$ cat src/rtl/if_fetch_ctrl_if.sv
// Instruction-memory fetch bus: level request held until a one-cycle ack,
// with read data valid in the ack cycle.
interface if_fetch_ctrl_if #(
    parameter int W = 32
);
    logic         imem_req;
    logic [W-1:0] imem_addr;
    logic         imem_ack;
    logic [W-1:0] imem_rdata;

    modport master (
        output imem_req,
        output imem_addr,
        input  imem_ack,
        input  imem_rdata
    );

    modport slave (
        input  imem_req,
        input  imem_addr,
        output imem_ack,
        output imem_rdata
    );
endinterface

$ cat src/rtl/if_fetch_ctrl.sv
// Instruction-fetch sequencer: owns the fetch PC, issues one memory request
// per instruction, and feeds decode through a registered stage plus a one-entry skid.
module if_fetch_ctrl #(
    parameter int           W        = 32,
    parameter logic [W-1:0] RESET_PC = '0
) (
    input  logic                  clk,
    input  logic                  rst,
    input  logic                  stall,
    input  logic                  redirect,
    input  logic [W-1:0]          redirect_pc,
    if_fetch_ctrl_if.master       imem,
    output logic                  inst_valid,
    output logic [W-1:0]          inst,
    output logic [W-1:0]          inst_pc
);

    typedef enum logic [1:0] {
        S_IDLE,
        S_WAIT,
        S_FULL,
        S_DROP
    } state_t;

    state_t       state_q, state_d;
    logic [W-1:0] fetch_pc_q, fetch_pc_d;
    logic [W-1:0] drop_pc_q, drop_pc_d;
    logic [W-1:0] skid_data_q, skid_data_d;
    logic [W-1:0] skid_pc_q, skid_pc_d;
    logic         inst_valid_q, inst_valid_d;
    logic [W-1:0] inst_q, inst_d;
    logic [W-1:0] inst_pc_q, inst_pc_d;

    logic         out_free;
    logic         consumed;
    logic [W-1:0] pc_plus4;

    assign out_free = !inst_valid_q || !stall;
    assign consumed = inst_valid_q && !stall;
    assign pc_plus4 = fetch_pc_q + W'(4);

    // In DROP the PC still holds the stale address, so it is always the bus address.
    assign imem.imem_req  = (state_q == S_WAIT) || (state_q == S_DROP);
    assign imem.imem_addr = fetch_pc_q;

    assign inst_valid = inst_valid_q;
    assign inst       = inst_q;
    assign inst_pc    = inst_pc_q;

    always_comb begin
        // NOTE: every *_d defaults to its *_q first, so no path leaves a variable unassigned and no latch is inferred.
        state_d      = state_q;
        fetch_pc_d   = fetch_pc_q;
        drop_pc_d    = drop_pc_q;
        skid_data_d  = skid_data_q;
        skid_pc_d    = skid_pc_q;
        inst_valid_d = inst_valid_q;
        inst_d       = inst_q;
        inst_pc_d    = inst_pc_q;

        unique case (state_q)
            S_IDLE: begin
                state_d = S_WAIT;
                if (redirect) begin
                    fetch_pc_d   = redirect_pc;
                    inst_valid_d = 1'b0;
                end
            end

            S_WAIT: begin
                if (redirect) begin
                    inst_valid_d = 1'b0;
                    if (imem.imem_ack) begin
                        fetch_pc_d = redirect_pc;
                    end else begin
                        drop_pc_d = redirect_pc;
                        state_d   = S_DROP;
                    end
                end else if (imem.imem_ack) begin
                    fetch_pc_d = pc_plus4;
                    if (out_free) begin
                        inst_d       = imem.imem_rdata;
                        inst_pc_d    = fetch_pc_q;
                        inst_valid_d = 1'b1;
                    end else begin
                        skid_data_d = imem.imem_rdata;
                        skid_pc_d   = fetch_pc_q;
                        state_d     = S_FULL;
                    end
                end else if (consumed) begin
                    inst_valid_d = 1'b0;
                end
            end

            // Skid occupancy is implied by this state; leaving it empties the skid.
            S_FULL: begin
                if (redirect) begin
                    inst_valid_d = 1'b0;
                    fetch_pc_d   = redirect_pc;
                    state_d      = S_WAIT;
                end else if (!stall) begin
                    inst_d       = skid_data_q;
                    inst_pc_d    = skid_pc_q;
                    inst_valid_d = 1'b1;
                    state_d      = S_WAIT;
                end
            end

            S_DROP: begin
                if (imem.imem_ack) begin
                    fetch_pc_d = redirect ? redirect_pc : drop_pc_q;
                    state_d    = S_WAIT;
                end else if (redirect) begin
                    drop_pc_d = redirect_pc;
                end
            end

            default: state_d = S_IDLE;
        endcase
    end

    always_ff @(posedge clk or posedge rst) begin
        if (rst) begin
            state_q      <= S_IDLE;
            fetch_pc_q   <= RESET_PC;
            drop_pc_q    <= RESET_PC;
            skid_data_q  <= '0;
            skid_pc_q    <= '0;
            inst_valid_q <= 1'b0;
            inst_q       <= '0;
            inst_pc_q    <= '0;
        end else begin
            // NOTE: non-blocking updates make all flops sample the same pre-edge values, independent of statement order.
            state_q      <= state_d;
            fetch_pc_q   <= fetch_pc_d;
            drop_pc_q    <= drop_pc_d;
            skid_data_q  <= skid_data_d;
            skid_pc_q    <= skid_pc_d;
            inst_valid_q <= inst_valid_d;
            inst_q       <= inst_d;
            inst_pc_q    <= inst_pc_d;
        end
    end

endmodule

$ cat src/flat_wrapper.sv
// flat-port wrapper written by rule: the top's interface ports become plain ports
module if_fetch_ctrl_flat 
#(
    parameter int           W        = 32,
    parameter logic [W-1:0] RESET_PC = '0
)
  (clk, rst, stall, redirect, redirect_pc, inst_valid, inst, inst_pc, imem_imem_req, imem_imem_addr, imem_imem_ack, imem_imem_rdata);
  if_fetch_ctrl_if #(.W(W)) imem_i ();
  input  logic clk;
  input  logic rst;
  input  logic stall;
  input  logic redirect;
  input  logic [W-1:0] redirect_pc;
  output logic inst_valid;
  output logic [W-1:0] inst;
  output logic [W-1:0] inst_pc;
  output wire logic [$bits(imem_i.imem_req)-1:0] imem_imem_req;
  output wire logic [$bits(imem_i.imem_addr)-1:0] imem_imem_addr;
  input wire logic [$bits(imem_i.imem_ack)-1:0] imem_imem_ack;
  input wire logic [$bits(imem_i.imem_rdata)-1:0] imem_imem_rdata;
  assign imem_imem_req = imem_i.imem_req;
  assign imem_imem_addr = imem_i.imem_addr;
  assign imem_i.imem_ack = imem_imem_ack;
  assign imem_i.imem_rdata = imem_imem_rdata;
  if_fetch_ctrl #(.W(W), .RESET_PC(RESET_PC)) u_core (.clk(clk), .rst(rst), .stall(stall), .redirect(redirect), .redirect_pc(redirect_pc), .imem(imem_i), .inst_valid(inst_valid), .inst(inst), .inst_pc(inst_pc));
endmodule
$ cat config.mk
export PLATFORM = sky130hd
export DESIGN_NAME = if_fetch_ctrl_flat
export DESIGN_NICKNAME = d
export VERILOG_FILES = /design/src/rtl/if_fetch_ctrl_if.sv /design/src/rtl/if_fetch_ctrl.sv /design/src/flat_wrapper.sv
export SDC_FILE = /design/constraint.sdc
export NUM_CORES = 1
export LEC_CHECK = 0
export CAP_MARGIN = 20
export CORE_UTILIZATION = 35
export CTS_CLUSTER_DIAMETER = 200
export DETAILED_ROUTE_END_ITERATION = 8
export PLACE_DENSITY_LB_ADDON = 0.1
export REMOVE_ABC_BUFFERS = 1
export SYNTH_ARGS = -nofsm -noshare
export SYNTH_HDL_FRONTEND = slang
export SYNTH_SLANG_ARGS = --single-unit
$ cat constraint.sdc
create_clock -name clk -period 7.7 [get_ports clk]
set_clock_uncertainty 0.1 [all_clocks]
set_input_delay 1.54 -clock clk [delete_from_list [all_inputs] [get_ports clk]]
set_output_delay 1.54 -clock clk [all_outputs]
set_load 0.05 [all_outputs]
==> Word-level counts from Yosys, hierarchy flattened <==
Cells that the tools add are included.
{ "word_totals": {"register_bits": 195, "input_bits": 69, "out_inout_bits": 98, "word_cells": 86} }
{ "classes": {"n_addsub": 1, "n_eq_ne": 20, "n_mux": 39, "bitwise_logic": 2, "n_reduce_logical": 16} }
{ "ops": {"columns": ["cell", "count"], "rows": [
  ["$mux 32", 19],
  ["$pmux 32 s2", 3],
  ["$pmux 32 s3", 1],
  ["$add 32x3->32 const B", 1],
  ["$ne 2x2->1 const B", 9],
  ["$mux 2", 7],
  ["$ne 3x3->1 const B", 4],
  ["$reduce_and 5->1", 2],
  ["$ne 4x3->1 const B", 2],
  ["$pmux 2 s4", 1],
  ["$reduce_and 4->1", 2],
  ["$mux 1", 7],
  ["$reduce_and 6->1", 1],
  ["$eq 2x2->1 const B", 2],
  ["$ne 2x1->1 const B", 2],
  ["$reduce_bool 2->1", 2],
  ["$pmux 1 s3", 1],
  ["$reduce_and 3->1", 1],
  ["$reduce_bool 3->1", 1],
  ["$eq 2x1->1 const B", 1],
  ["$logic_not 1->1", 2],
  ["$logic_not 2->1", 1],
  ["$logic_or 1x1->1", 2],
  ["$not 1->1", 2],
  ["2 further kinds", 2]
]} }

==> Depth between registers and ports, before layout <==
Gate-level depths: netlist (run 1).
{ "depth": {"depth_word": 6, "depth_mapped": 10, "depth_no_buf": 7} }

==> Worst setup path after synthesis (run 1) <==
Ideal clock, no wire load.
{ "synth_timing": {"path_kind": "input-to-reg", "start": "input port redirect", "end": "register u_core.fetch_pc_q[20] (netlist: u_core.imem.imem_addr[20])", "setup_time_ns": 0.123, "t_arrival_ns": 2.980, "required_ns": 7.477, "path_slack_ns": 4.497, "cell_stages": 8, "path_buffers": 3, "path_cell_list": "buf_2 clkbuf_1 clkbuf_1 mux2_2 a221oi_1 nor2_1 o21ai_0 nand2_1"} }
{ "synth_via": {"elab_chain_len": 3, "elab_cells_between_ends": 6, "cone_classes": "eq/ne: 1; mux: 4; reduce/logical: 1"} }
{ "synth_rtl": {"columns": ["item", "line", "rtl"], "rows": [
  ["start, declared", "flat_wrapper.sv:12", "input logic redirect;"],
  ["$mux 32", null, null],
  ["$mux 32", "if_fetch_ctrl.sv:110", "if (imem.imem_ack) begin"],
  ["$pmux 32 s3", "if_fetch_ctrl.sv:61", "unique case (state_q)"],
  ["end signal, assigned", "if_fetch_ctrl.sv:135", "fetch_pc_q <= fetch_pc_d;"],
  ["end, declared", "if_fetch_ctrl.sv:26", "logic [W-1:0] fetch_pc_q, fetch_pc_d;"]
]} }
Parallel ways exist; a longest one is shown, timed or not. The select of a mux whose other input is x is not followed.
A chain may end at the register's enable or synchronous reset.

==> Worst setup path after layout (run 1) <==
{ "layout_timing": {"start": "register u_core.state_q[1]", "end": "output port imem_imem_req"} }
{ "layout_via": {"elab_chain_len": 2, "elab_cells_between_ends": 3, "cone_classes": "eq/ne: 2; reduce/logical: 1"} }
{ "layout_rtl": {"columns": ["item", "line", "rtl"], "rows": [
  ["start, declared", "if_fetch_ctrl.sv:25", "state_t state_q, state_d;"],
  ["start signal, assigned", "if_fetch_ctrl.sv:134", "state_q <= state_d;"],
  ["$eq 2x1->1 / $eq 2x2->1 (equally long branches)", "if_fetch_ctrl.sv:43", "assign imem.imem_req = (state_q == S_WAIT) || (state_q == S_DROP);"],
  ["$logic_or 1x1->1 (*)", "if_fetch_ctrl.sv:43", null],
  ["end, declared", "flat_wrapper.sv:17", "output wire logic [$bits(imem_i.imem_req)-1:0] imem_imem_req;"]
]} }
Mark *: on every way between the ends. The rest lies on a longest branch, timed or not.

==> results of run 1 <==
[final timing paths]
path / from / cells after the start / end
worst max register to register: u_core.state_q[1] / 9 / u_core.inst[21]
worst max-delay path: u_core.state_q[1] / 4 / imem_imem_req
min in group asynchronous: rst / 2 / u_core.inst[4]
max in group asynchronous: rst / 3 / u_core.imem.imem_addr[4]
worst min-delay path: u_core.drop_pc_q[19] / 1 / u_core.drop_pc_q[19]
worst min register to register: u_core.drop_pc_q[19] / 1 / u_core.drop_pc_q[19]
[stage by stage]
step / hold WS (ns) / power [mW]
3_5_place_dp: 0.391 / 4.85
2_1_floorplan: 0.376 / 3.86
6_report: 0.406 / 5.68
5_1_grt: 0.414 / 6.04
3_3_place_gp: 0.385 / 4.82
4_1_cts: 0.407 / 5.73
[area by class of cell]
cell class                 instances  share of cell area (%)
inverter                          18                   0.623
sequential                       195                    40.5
clock inverter                    13                    1.01
clock buffer                      18                    3.64
tap                              341                    3.54
multi-input combinational        608                    36.5
timing repair buffer             174                    14.2
[flip-flops by register name, indices dropped and copies added, names as in the netlist]
name and count:
u_core.drop_pc_q 32, u_core.skid_pc_q 32, u_core.state_q 2, u_core.inst 32, u_core.skid_data_q 32, u_core.inst_valid 1, u_core.imem.imem_addr 32, u_core.inst_pc 32
[routing by layer]
layer	wire length [um]	vias up
met5	0	-
met4	250	0
met3	1120	19
met2	11300	192
met1	12500	3611
li1	-	3502
[layout by cell type (no fill, tap or decap), types with 3 or more instances in the layout]
cell and count:
a211oi_1 9, a21o_1 5, a21oi_1 86, a221o_1 6
a221oi_1 16, a22o_1 6, a22oi_1 3, a311oi_1 6
and3_1 6, and4_1 3, buf_4 8, clkbuf_16 17
clkdlybuf4s50_1 165, clkinv_4 3, dfrtp_1 195, ha_1 3
inv_1 16, inv_6 5, inv_8 3, mux2_2 105
mux2i_1 68, nand2_1 49, nand3_1 13, nand4_1 11
nor2_1 86, nor3_1 12, nor3b_1 4, nor4_1 6
o211ai_1 8, o21ai_0 39, o311ai_0 3, o31ai_1 12
[critical path, cell delays in order, from the launching register on]
cell,delay [ns]
dfrtp_1,0.46
ha_2,0.81
nor2_1,0.24
inv_1,0.14
clkdlybuf4s50_1,0.81
[power breakdown]
group,internal [mW],switching (mW)
clock,0.435,0.427
sequential,1.45,0.384
combinational,1.10,1.88
[kinds of logic after synthesis]
logic type,share of synthesized area [%]
and+or+nand+nor,10.5
DFF,50.6
xor gates and xnor gates,0.364
adders and majority gates,0.779
buffers and inverters,4.13
AOI/OAI and AO/OA,14.2
muxes,19.3
==> summary.txt, run 1 <==
Timing
  • Setup violations, final: 0
  • Setup TNS: 0 ns
  • Count of pins over their slew limit: 0
  • Worst slew margin: 30.1%
  • Setup ws final: 3.17 ns
  • RSZ-0062 raised after global routing: no
  • Slew @ Worst Pin: 1.05 ns
  • Minimum clock period: 4.53 ns
  • Final cycle utilization of the critical path: 58.8%
  • F_max: 221 MHz
  • Fin. Hold Viols: 0

Floorplan
  • Floorplan row count: 60
  • Die Y: 168 um
  • Width of the die: 168 um
  • Die ar.: 0.0282 mm^2
  • IO Count: 167
  • Total core area: 0.0270 mm^2
  • Initial Util: 35.7%

Synthesis
  • Synth top area share: 50.6%
  • Post-synth ARST share: 100%
  • Commonest cells post-synth: dfrtp_1, mux2_2, nor2_1
  • Top cells by area, synth: dfrtp_1, mux2_2, mux2i_1
  • #FFs+latches synth: 195
  • Synth area leader: dfrtp_1
  • Post-synth EDFFs: 0
  • Most frequent cell after synthesis: dfrtp_1
  • Mapped Cells: 892
  • Seq/Total Area, Yosys: 50.6%
  • Synth warnings: 0
  • Post-Syn Area: 0.00963 mm^2
  • Syn avg cell area: 10.8 um^2
  • Main synth FF type: dfrtp_1
  • Post-synthesis cell type count: 60

Global routing
  • Total GRT Usage: 18.5%
  • Largest net degree at the start of global routing: 139
  • First-pass GRT wire length: 40900 um
  • Remaining Overflow, GRT: 0
  • GR Layer Usage met2: 28.3%
  • GR peak layer: met2
  • Initial antenna violation count: 0
  • Met1 GRT Util: 27.1%
  • Vias in the first global route: 7186
  • Grt met3 use: 3.08%

Setup path
  • Worst Path Arrival: 2.89 ns
  • Max FO, Critical Path: 36
  • Critical Path RT: 6.06 ns
  • Critical path class: reg2out
  • CP Capture Type: output pin
  • R2r setup slk: 3.83 ns
  • Startpoint Class: register

Cells and area
  • Fill count: 2532
  • Post-layout nets: 1089
  • Post-route cell area: 0.0121 mm^2
  • Post-layout util: 44.7%
  • Fin cells: 1367
  • Multi-input gate area: 0.00440 mm^2
  • Register Area: 0.00488 mm^2
  • Layout cells sized above 1: 16.1%
  • Diode count: 0
  • Synthesis-to-finish area growth: 25.2%

Power
  • Worst VDD drop: 0.000409 V
  • LEAKAGE: 5.01 nW
  • Pwr Density: 471 mW/mm^2

Routing
  • Avg WL per Cell: 18.4 um
  • DRT iter0 DRCs: 386
  • Vias per inst: 5.36
  • Drt drc: 0
  • Via count: 7324
  • First-pass iteration count of the detailed router: 4
  • Drt total wl: 25100 um
  • Antenna-violating nets left: 0

Placement
  • Post-Place Cells: 1336
  • DP Area: 0.0115 mm^2
  • PortBufs: 166
  • Hpwl dp: 15400 um
  • GPL Wtd Cong: 0.781
  • Setup WS pre-CTS: 2.84 ns

Clock tree
  • CTS tree: done
  • Hold Buf Count CTS: 0
  • Setup repair bufs after CTS: 0
  • Clk slew on worst S/H paths: 0.08 ns
  • Clock tree root driver cell: clkbuf_16
  • Clk Latency, worst-skew pair: 0.43 ns
  • Max clock buf depth: 2
  • Post-CTS Resized: 0
  • Clock sink count: 195
  • Cts bufs inserted: 17
  • H-tree depth: 4

Outcome
  • Outcome: finished, final reports clean

Min path
  • Min-Delay Path Class: reg2reg

Flow run
  • Max Cap Violations: 0
Power figures use the tool's default switching activity.
==> inputs of run 2 (changes only) <==
==> constraint.sdc (replaced) <==
create_clock -name clk -period 3.85 [get_ports clk]
set_clock_uncertainty 0.1 [all_clocks]
set_input_delay 0.77 -clock clk [delete_from_list [all_inputs] [get_ports clk]]
set_output_delay 0.77 -clock clk [all_outputs]
set_load 0.05 [all_outputs]
==> run 2 against run 1 <==
Net effect: wire length decreased by 2.1%; cell area grew 1.0%; register-to-register slack lost 2.8 ns; sequential power grew 99%; count of clock-buffer cells in the layout did not move; clock power rose by 100%; global-route usage fell by 0.36 points.
==> summary.txt, run 2 (synthesis gave the netlist of run 1 again) <==
Power
  • Clock power frac: 15.4% (+0.2 points)
  • Total net switching power: 5.36 mW (+99%)
  • Pint: 6.01 mW (+100%)
  • Overall power: 11.4 mW (+100%)
  • Pwr Density: 934 mW/mm^2 (+98%)
  • Seq pwr share: 32.0% (-0.3 points)
  • Comb power frac: 52.6% (about the same)
  • Worst VDD drop: 0.000439 V (+7.4%)
  • LEAKAGE: 5.08 nW (+1.5%)
  • Switching part of the total: 47.2% (-0.24 points)

Clock tree
  • Clk Latency, worst-skew pair: 0.43 ns (about the same)
  • Clk slew on worst S/H paths: 0.07 ns (about the same)
  • Clock tree root driver cell: clkbuf_16
  • Post-CTS Resized: 0 (unchanged)
  • Max clock buf depth: 2 (unchanged)
  • Clock sink count: 195 (unchanged)
  • Setup repair bufs after CTS: 0 (unchanged)
  • H-tree depth: 4 (unchanged)
  • CTS tree: done
  • Cts bufs inserted: 17 (unchanged)
  • Hold Buf Count CTS: 0 (unchanged)

Routing
  • Top Metal Used: met4
  • Antenna-violating nets left: 0 (unchanged)
  • DRT iter0 DRCs: 434 (+12%)
  • Met3 wire len: 1000 um (-10%)
  • WL met1: 12300 um (-1.4%)
  • Avg WL per Cell: 17.8 um (-2.8%)
  • Drt total wl: 24600 um (-2.1%)
  • Vias per inst: 5.31 (-0.96%)
  • Via count: 7312 (-0.16%)
  • WL met2: 11100 um (-1.7%)
  • First-pass iteration count of the detailed router: 5 (+1)
  • Drt drc: 0 (unchanged)

Global routing
  • Vias in the first global route: 7097 (-1.2%)
  • Total GRT Usage: 18.2% (-0.36 points)
  • Largest net degree at the start of global routing: 96 (-31%)
  • Initial antenna violation count: 0 (unchanged)
  • Remaining Overflow, GRT: 0 (unchanged)
  • First-pass GRT wire length: 40300 um (-1.6%)

Floorplan
  • IO Count: 167 (unchanged)
  • Die Y: 168 um (unchanged)
  • Floorplan row count: 60 (unchanged)
  • Total core area: 0.0270 mm^2 (unchanged)
  • Width of the die: 168 um (unchanged)
  • Die ar.: 0.0282 mm^2 (unchanged)
  • Initial Util: 35.7% (unchanged)

Min path
  • Min-Delay Startpoint: u_core.drop_pc_q[6]
  • Min-Delay Path Class: reg2reg

Cells and area
  • Post-route cell area: 0.0122 mm^2 (+1.0%)
  • Commonest non-fill, non-tap cell in the layout: dfrtp_1
  • Layout cells sized above 1: 16.8% (+0.70 points)
  • Commonest non-fill, non-tap cells in the layout: dfrtp_1, clkdlybuf4s50_1, mux2_2, nor2_1, a21oi_1
  • Post-layout nets: 1099 (+0.92%)
  • Diode count: 0 (unchanged)
  • Synthesis-to-finish area growth: 26.4%

Setup path
  • CP max-delay cell: clkdlybuf4s50_1
  • Top cell by count, worst path: inv_1
  • Origin of the critical flop-to-flop path: u_core.state_q[1]
  • Critical Path RT: 2.98 ns (-3.08 ns)
  • CP Launch Point: u_core.state_q[1]
  • Crit-path max cell delay: 0.81 ns (about the same)
  • CP Cell Sequence: inv_1 -> ha_2 -> nor2_1 -> inv_1 -> clkdlybuf4s50_1
  • Worst Path Arrival: 2.46 ns (-0.43 ns)
  • CP Capture Type: output pin
  • Max FO, Critical Path: 15 (-58%)
  • Critical path class: reg2out
  • Startpoint Class: register

Timing
  • Final cycle utilization of the critical path: 86.5%
  • Setup violations, final: 0 (unchanged)
  • Minimum clock period: 3.33 ns
  • Count of pins over their slew limit: 0 (unchanged)
  • Slew @ Worst Pin: 0.985 ns (-0.0636 ns)
  • F_max: 300 MHz
  • Worst slew margin: 34.3% (+4.2 points)
  • Worst hold margin: 0.407 ns (+0.00105 ns)
  • Fin. Hold Viols: 0 (unchanged)
  • RSZ-0062 raised after global routing: no

Placement
  • Hpwl dp: 15900 um (+2.9%)
  • GPL Wtd Cong: 0.739 (-5.4%)
  • PortBufs: 166 (unchanged)
  • DP Area: 0.0116 mm^2 (+1.0%)

Outcome
  • Outcome: finished, final reports clean

Flow run
  • Max Cap Violations: 0 (unchanged)
[run 2: changes by cell type in the layout (fill, tap and decap cells not counted), moves of 4 or more]
cell	before	now
buf_4	8	14
buf_12	0	4
clkinv_4	3	7
inv_6	5	1
inv_8	3	7
[run 2: worst paths after layout]
check,end,slack (ns),depth (start not counted)
min reg2reg,u_core.drop_pc_q[6],0.41,1
max in group asynchronous,u_core.drop_pc_q[27],2.31,3
max reg2reg,u_core.inst_valid,1.08,6
min in group asynchronous,u_core.inst[4],0.64,2
max,imem_imem_req,0.52,5
min,u_core.drop_pc_q[6],0.41,1
[run 2: critical path: cells and delay by family, from the launching register on]
kind / cells / cell delay [ns]
adders and majority gates: 1 / 0.38
buffers and inverters: 3 / 1.05
DFF: 1 / 0.46
and+or+nand+nor: 1 / 0.13
[run 2: metrics by stage]
stage	std cells	worst slack, ns	util [%]	setup TNS (ns)
2_1_floorplan	821	-3.79	-	-721.63
3_3_place_gp	1346	0.479	43.1	0
3_5_place_dp	1346	0.397	43.1	0
4_1_cts	1378	0.501	45.2	0
5_1_grt	1378	0.390	45.2	0
6_report	1378	0.522	45.2	0
[run 2: layout make-up]
| cell class | instances | area (um^2) |
|---|---|---|
| Tap cell | 341 | 427 |
| Inverter | 18 | 75.1 |
| Sequential cell | 195 | 4880 |
| Timing Repair Buffer | 184 | 1840 |
| Fill cell | 2528 | 14800 |
| Multi-Input combinational cell | 608 | 4390 |
| Clock buffer | 18 | 429 |
| Clock inverter | 14 | 138 |
[run 2: per-layer routing]
layer,up-vias,GRT usage (%)
met3,11,3.36
met2,183,28.5
met1,3589,25.8
met4,0,4.59
li1,3529,-
met5,-,0
[run 2: power by group through the flow]
| stage | Sequential, mW | Combinational (mW) | Clock [mW] |
|---|---|---|---|
| final | 3.64 | 5.99 | 1.75 |
| after global routing | 3.79 | 6.44 | 1.90 |
| after CTS | 3.65 | 6.04 | 1.82 |
| after detailed placement | 3.69 | 6.02 | 0 |
| after global placement | 3.68 | 5.97 | 0 |
| after floorplan | 5.27 | 2.46 | 0 |
==> inputs of run 3 (changes only) <==
--- a/config.mk
+++ b/config.mk
@@ -9,6 +9,7 @@
 export CORE_UTILIZATION = 35
 export CTS_CLUSTER_DIAMETER = 200
 export DETAILED_ROUTE_END_ITERATION = 8
+export HOLD_SLACK_MARGIN = 0.03
 export PLACE_DENSITY_LB_ADDON = 0.1
 export REMOVE_ABC_BUFFERS = 1
 export SYNTH_ARGS = -nofsm -noshare
==> results of run 3 <==
Same layout as run 2: the final DEF is identical, and so are final timing and power.
